<file path="src/rtl/music_player_pkg.sv">
// Shared definitions for the music player: FSM state encoding, the
// audible-range ceiling used to detect rests, and the beat index width.
package music_player_pkg;

  localparam int          BEAT_W  = 8;
  localparam logic [31:0] REST_HZ = 32'd20000;

  typedef enum logic [1:0] {
    ST_IDLE  = 2'd0,
    ST_PLAY  = 2'd1,
    ST_PAUSE = 2'd2,
    ST_DONE  = 2'd3
  } state_t;

  // A tone of 0 Hz or anything at/above the audible ceiling is silence.
  function automatic logic is_rest(input logic [31:0] hz);
    return (hz == 32'd0) || (hz >= REST_HZ);
  endfunction

endpackage

</file>
<file path="src/rtl/half_period_div.sv">
// half_period_div: 32-bit restoring serial divider.
//   clk, rst           clock and synchronous active-high reset
//   start              load dividend/divisor and (re)start; restarts a
//                      divide already in flight
//   abort              drop any divide in flight without a result
//   dividend, divisor  operands, sampled when start is high
//   valid              one-cycle pulse when quotient is updated
//   quotient           floor(dividend/divisor), never less than 1
// One quotient bit per cycle for 32 cycles, then one result cycle, so
// valid rises 33 cycles after the start edge.
module half_period_div (
  input  logic        clk,
  input  logic        rst,
  input  logic        start,
  input  logic        abort,
  input  logic [31:0] dividend,
  input  logic [31:0] divisor,
  output logic        valid,
  output logic [31:0] quotient
);

  logic        running;
  logic        finishing;
  logic [4:0]  cnt;
  logic [31:0] rem;
  logic [31:0] quo;
  logic [31:0] dvs;
  logic [32:0] shifted;
  logic        fits;

  // A zero result is clamped to 1 so the tone counter always has a period.
  function automatic logic [31:0] clamp_min1(input logic [31:0] q);
    return (q == 32'd0) ? 32'd1 : q;
  endfunction

  assign shifted = {rem, quo[31]};
  assign fits    = shifted >= {1'b0, dvs};

  always_ff @(posedge clk) begin
    if (rst) begin
      running   <= 1'b0;
      finishing <= 1'b0;
      valid     <= 1'b0;
      cnt       <= 5'd0;
    end else begin
      valid <= 1'b0;
      if (start) begin
        running   <= 1'b1;
        finishing <= 1'b0;
        cnt       <= 5'd0;
      end else if (abort) begin
        running   <= 1'b0;
        finishing <= 1'b0;
      end else if (running) begin
        cnt <= cnt + 5'd1;
        if (cnt == 5'd31) begin
          running   <= 1'b0;
          finishing <= 1'b1;
        end
      end else if (finishing) begin
        finishing <= 1'b0;
        valid     <= 1'b1;
      end
    end
  end

  // Datapath: quo shifts the dividend out and the quotient in. When the
  // trial subtraction fits, the difference is below dvs and fits 32 bits.
  always_ff @(posedge clk) begin
    if (start) begin
      rem <= 32'd0;
      quo <= dividend;
      dvs <= divisor;
    end else if (running) begin
      rem <= fits ? (shifted[31:0] - dvs) : shifted[31:0];
      quo <= {quo[30:0], fits};
    end
    if (finishing) quotient <= clamp_min1(quo);
  end

endmodule

</file>
<file path="src/rtl/music_player.sv">
// music_player: steps a song table one quarter-beat at a time and drives a
// square wave at the table's tone frequency.
//   clk, rst            clock, synchronous active-high reset
//   start, pause, stop  single-cycle command pulses (stop > start > pause)
//   tone                note in Hz from the song table for beat_num
//   beat_num            current quarter-beat index
//   audio               speaker drive
//   busy                high while playing or paused
//   done                one-cycle pulse when a non-looping song ends
module music_player
  import music_player_pkg::*;
#(
  parameter int CLK_HZ    = 100_000_000,
  parameter int BEAT_HZ   = 8,
  parameter int LAST_BEAT = 127,
  parameter int LOOP      = 1
) (
  input  logic              clk,
  input  logic              rst,
  input  logic              start,
  input  logic              pause,
  input  logic              stop,
  input  logic [31:0]       tone,
  output logic [BEAT_W-1:0] beat_num,
  output logic              audio,
  output logic              busy,
  output logic              done
);

  localparam logic [31:0]       PRESC_MAX = 32'(CLK_HZ / BEAT_HZ - 1);
  localparam logic [BEAT_W-1:0] LAST_B    = BEAT_W'(LAST_BEAT);

  state_t      state;
  state_t      state_nx;
  logic [31:0] presc;
  logic        beat_tick;
  logic        last_tick;
  logic        restart;
  logic        playing;
  logic        run;

  logic [31:0] tone_p0;
  logic [31:0] last_tone;
  logic        launch;
  logic        div_valid;
  logic [31:0] div_q;
  logic [31:0] half_period;
  logic        hp_valid;
  logic [31:0] hp_cnt;

  assign beat_tick = (state == ST_PLAY) && (presc == PRESC_MAX);
  assign last_tick = beat_tick && (beat_num == LAST_B);
  assign restart   = start && ((state == ST_IDLE) || (state == ST_DONE));

  always_ff @(posedge clk) begin
    if (rst) state <= ST_IDLE;
    else     state <= state_nx;
  end

  always_comb begin
    state_nx = state;
    if (stop)                             state_nx = ST_IDLE;
    else if (restart)                     state_nx = ST_PLAY;
    else if (last_tick && (LOOP == 0))    state_nx = ST_DONE;
    else if (pause && state == ST_PLAY)   state_nx = ST_PAUSE;
    else if (pause && state == ST_PAUSE)  state_nx = ST_PLAY;
  end

  always_comb begin
    busy    = (state == ST_PLAY) || (state == ST_PAUSE);
    playing = (state == ST_PLAY);
    // The wave only runs on cycles that stay in PLAY, so any command that
    // leaves PLAY silences the output on the same edge.
    run     = playing && (state_nx == ST_PLAY);
  end

  always_ff @(posedge clk) begin
    if (rst) done <= 1'b0;
    else     done <= playing && (state_nx == ST_DONE);
  end

  // Beat sequencing; the prescaler simply holds its value outside PLAY.
  always_ff @(posedge clk) begin
    if (rst || stop || restart) begin
      presc    <= 32'd0;
      beat_num <= '0;
    end else if (playing) begin
      if (beat_tick) begin
        presc <= 32'd0;
        if (beat_num != LAST_B)  beat_num <= beat_num + BEAT_W'(1);
        else if (LOOP != 0)      beat_num <= '0;
      end else begin
        presc <= presc + 32'd1;
      end
    end
  end

  // ---- stage p0: registered tone, divide launch on change ----
  always_ff @(posedge clk) tone_p0 <= tone;

  assign launch = !is_rest(tone_p0) && (tone_p0 != last_tone);

  always_ff @(posedge clk) begin
    if (rst)         last_tone <= 32'd0;
    else if (launch) last_tone <= tone_p0;
  end

  // A fresh launch restarts the divider, so abort is never needed here.
  half_period_div u_div (
    .clk      (clk),
    .rst      (rst),
    .start    (launch),
    .abort    (1'b0),
    .dividend (32'(CLK_HZ)),
    .divisor  ({tone_p0[30:0], 1'b0}),
    .valid    (div_valid),
    .quotient (div_q)
  );

  // ---- stage p1: half-period update and square-wave generation ----
  always_ff @(posedge clk) begin
    if (rst)            hp_valid <= 1'b0;
    else if (div_valid) hp_valid <= 1'b1;
  end

  always_ff @(posedge clk) begin
    if (div_valid) half_period <= div_q;
  end

  always_ff @(posedge clk) begin
    if (rst || stop || !run || is_rest(tone_p0) || !hp_valid) begin
      audio  <= 1'b0;
      hp_cnt <= 32'd0;
    end else if (div_valid) begin
      hp_cnt <= 32'd0;
    end else if (hp_cnt == half_period - 32'd1) begin
      hp_cnt <= 32'd0;
      audio  <= ~audio;
    end else begin
      hp_cnt <= hp_cnt + 32'd1;
    end
  end

endmodule

</file>
<file path="config.mk">
export PLATFORM = sky130hd
export DESIGN_NAME = music_player
export DESIGN_NICKNAME = d
export VERILOG_FILES = /design/src/rtl/music_player_pkg.sv /design/src/rtl/half_period_div.sv /design/src/rtl/music_player.sv
export SDC_FILE = /design/constraint.sdc
export NUM_CORES = 1
export LEC_CHECK = 0
export ABC_AREA = 1
export CAP_MARGIN = 20
export CORE_MARGIN = 3
export CORE_UTILIZATION = 30
export DETAILED_ROUTE_END_ITERATION = 12
export PLACE_DENSITY = 0.55
export SLEW_MARGIN = 20
export SYNTH_ARGS = -nofsm -noshare
export SYNTH_HDL_FRONTEND = slang
export SYNTH_SLANG_ARGS = --single-unit
</file>
<file path="constraint.sdc">
create_clock -name clk -period 2.6 [get_ports clk]
set_clock_uncertainty 0.2 [all_clocks]
set_input_delay 0.52 -clock clk [delete_from_list [all_inputs] [get_ports clk]]
set_output_delay 0.52 -clock clk [all_outputs]
set_load 0.01 [all_outputs]
</file>
==> summary.md <==
| Metric | Value |
|---|---|
| Die Y | ~230 um |
| FFs w/ async S/R, synth | 0% |
| Max frequency | roughly 390 MHz |
| DR WL/cell | ~14 um |
| Initial DRC count | 752 |
| Pin count of the biggest net entering global routing | 50 |
| Clock sinks | 308 |
| DP Area | 17900 um^2 |
| I/O pin cnt | 48 |
| Fin nets | between 2000 and 2500 |
| Post-synth EDFFs | 95 |
| Leak Pwr | roughly 8.4 nW |
| Hold Path Class | register to register |
| CTS tree | done |
| Worst-path clk slew | 0.06 ns |
| Final count of hold timing violations | 0 |
| Most common cell after layout, fill and taps aside | nand2_1 |
| Synth Warn # | 0 |
| Vias in the first global route | roughly 13000 |
| Hold wc startpoint | u_div.quotient[15] |
| Crit path launch | half_period[2] |
| Ys flop type | dfxtp_1 |
| Chip width | 234 um |
| Post-synthesis sequential area ratio | between 40% and 50% |
| Clk_lat worst skew | approximately 0.53 ns |
| Slew Viols, Final | 0 |
| Kind of critical path | register to register |
| Overall global routing resource usage | 14.2% |
| Pwr dens | between 500 and 600 nW/um^2 |
| Status | complete, no violations |
| Fin Hold WS | 0.218 ns |
| DRC Markers | 0 |
| MaxCap Viol Count | 0 |
| Avg Inst Size Synth | approximately 7.7 um^2 |
| Met2 global-route usage | roughly a quarter |
| Initial antenna violation count | 1 |
| Total iterations of the first detailed-routing run | 5 |
| Num CTS Buffers | 36 |
| Worst setup margin | around 0.022 ns |
| Distinct cells, synth | 54 |
| Critical Path Sink Type | register |
| Area growth syn-to-layout | 30.3% |
| Max clock buf depth | 3 |
| Initial core utilization | 30.7% |
| Cts hold-fix bufs | 0 |
| RSZ-0062 raised after global routing | yes |
| CP required | 2.81 ns |
| Power Total | between 10 and 15 mW |
| Grt peak-use layer | met2 |
| Mapped cell area | between 15000 and 20000 um^2 |
| CP arrival | between 2 and 3 ns |
| Most frequent cells in the layout | 380 x nand2_1, 281 x nor2_1, 225 x inv_1, 207 x dfxtp_1, 171 x buf_4 |
| Final-report setup violation count | 0 |
| H-tree depth | 2 |
| VDD IR max | between 0.5 and 0.6 mV |
| Final cycle utilization of the critical path | between 90 and 100% |
| Number of port buffers | between 40 and 50 |
| Utilization of the core after routing | about two fifths |
| Root Buffer | clkbuf_16 |
| Syn Inst Count | around 2000 |
| RePlAce Congestion | approximately 0.9 |
| RR Startpoint | half_period[2] |
| Crit-path max FO | 7 |
| Grt ovf | 0 |
| Final wirelength | about 40000 um |
| Worst Setup Start Kind | register |
| First-pass GRT wire length | ~64000 um |
| Antenna Cells | 0 |
| Rel. slew slack | approximately 64% |
| Share of layout cells above drive strength 1 | 20.3% |
| M3 GR Usage | roughly 2.3% |
| Design area | ~20000 um^2 |
| Via density | between 4 and 5 |
| Synth Net Count | about 2100 |
| Vias | 13700 |
| Dpl ws | -0.193 ns |
| Dpl hpwl | slightly below 30000 um |
| Worst-Margin Slew | roughly 0.54 ns |
| Core Region | 50700 um^2 |
| Total die area | roughly 55000 um^2 |
| Core Rows | slightly above 80 |
| Tmin final | roughly 2.6 ns |
| Synthesized flop and latch total | 308 |
| Met1 usage in global routing | a little under a fifth |
| DRT antenna net count | 0 |
cell families (layout without fill, tap and decap cells):
kind of cell / Yosys count / after routing / synth area share (%)
buffers and inverters: 313 / 539 / 7.94
AO/OA/AOI/OAI: 206 / 206 / 7.19
adder cells (fa/ha/maj): 39 / 39 / 3.18
flip-flops: 308 / 308 / 45.7
XOR/XNOR: 105 / 105 / 5.90
AND/OR/NAND/NOR: 1057 / 1061 / 30.1
synth_stat cells (all sizes together) (2+ instances only):
| cell | number | area share, % |
|---|---|---|
| dfxtp | 213 | 27 |
| nor2 | 353 | 9.4 |
| buf | 17 | 0.81 |
| nor3 | 31 | 1.1 |
| nand2 | 422 | 10 |
| a21oi | 81 | 2.6 |
| inv | 238 | 5.7 |
| o21a | 6 | 0.29 |
| nor3b | 6 | 0.32 |
| nand3b | 11 | 0.53 |
| a21o | 4 | 0.19 |
| o21ai | 91 | 2.9 |
| a31oi | 3 | 0.12 |
| and3 | 4 | 0.16 |
| a211oi | 7 | 0.34 |
| a21boi | 3 | 0.14 |
| ha | 38 | 3.1 |
| xnor2 | 38 | 2.1 |
| nor4 | 25 | 1.0 |
| nand4 | 53 | 2.2 |
| or3 | 2 | 0.080 |
| or2 | 3 | 0.12 |
| clkbuf | 58 | 1.4 |
| xor2 | 67 | 3.8 |
| nand3 | 145 | 4.7 |
| o211ai | 5 | 0.24 |
| edfxtp | 95 | 18 |
metrics by stage:
stage          std cells  setup TNS, ns
2_1_floorplan       2028              0
6_report            2930              0
3_5_place_dp        2838          -9.00
4_1_cts             2910        -0.0128
3_3_place_gp        2838          -7.30
5_1_grt             2930          -4.53
area by class of cell:
type                       instances  area [um^2]
inverter                         238          893
clock buffer                      48          977
clock inverter                    16          267
timing repair buffer             237         2070
sequential                       308         7120
tap                              672          841
multi-input combinational       1411         8130
fill                            5152        30400
worst paths after layout:
kind / cells past startpoint / end / slack (ns)
worst max-delay path: 15 / hp_cnt[4] / 0.02
worst min register to register: 0 / half_period[15] / 0.22
worst min-delay path: 0 / half_period[15] / 0.22
worst max register to register: 15 / hp_cnt[4] / 0.02
critical path, stage by stage (launching register included):
cell and delay, ns:
edfxtp_1 0.49, nor2_4 0.19, nand2_4 0.11, nor2_8 0.19, nand2_4 0.08, nor2_4 0.15, nand2_1 0.06, nand2_1 0.08
nand2_2 0.08, nor3b_4 0.18, nand3_2 0.12, nor2_4 0.11, nand3_4 0.11, buf_4 0.18, nand2_8 0.08, nor2_1 0.05
what timing repair did:
action,4_1_cts,5_1_grt
pin swaps,12,52
endpoints found under the setup margin,65,99
resized for setup,27,191
setup buffers,6,16
gates cloned,2,5
routing by layer:
layer	vias to the layer above	wire, um
met5	-	0
met4	0	1150
met3	63	1490
met2	239	19200
met1	6386	18300
li1	6999	-
state kept, by name (all words and copies together) (netlist names):
signal           count
audio                1
beat_num             8
done                 1
half_period         32
hp_cnt              32
hp_valid             1
last_tone           32
presc               32
state                2
tone_p0             32
u_div.cnt            5
u_div.dvs           31
u_div.finishing      1
u_div.quo           32
u_div.quotient      32
u_div.rem           32
u_div.running        1
u_div.valid          1
report_power, final:
part	internal (mW)	switching (mW)	total, mW	leakage [nW]
logic	0.159	0.139	0.298	5.18
clock network	3.35	1.97	5.32	0.594
registers	5.02	0.0720	5.10	2.62
total	8.53	2.18	10.7	8.40
(Power assumes the default switching activity.)
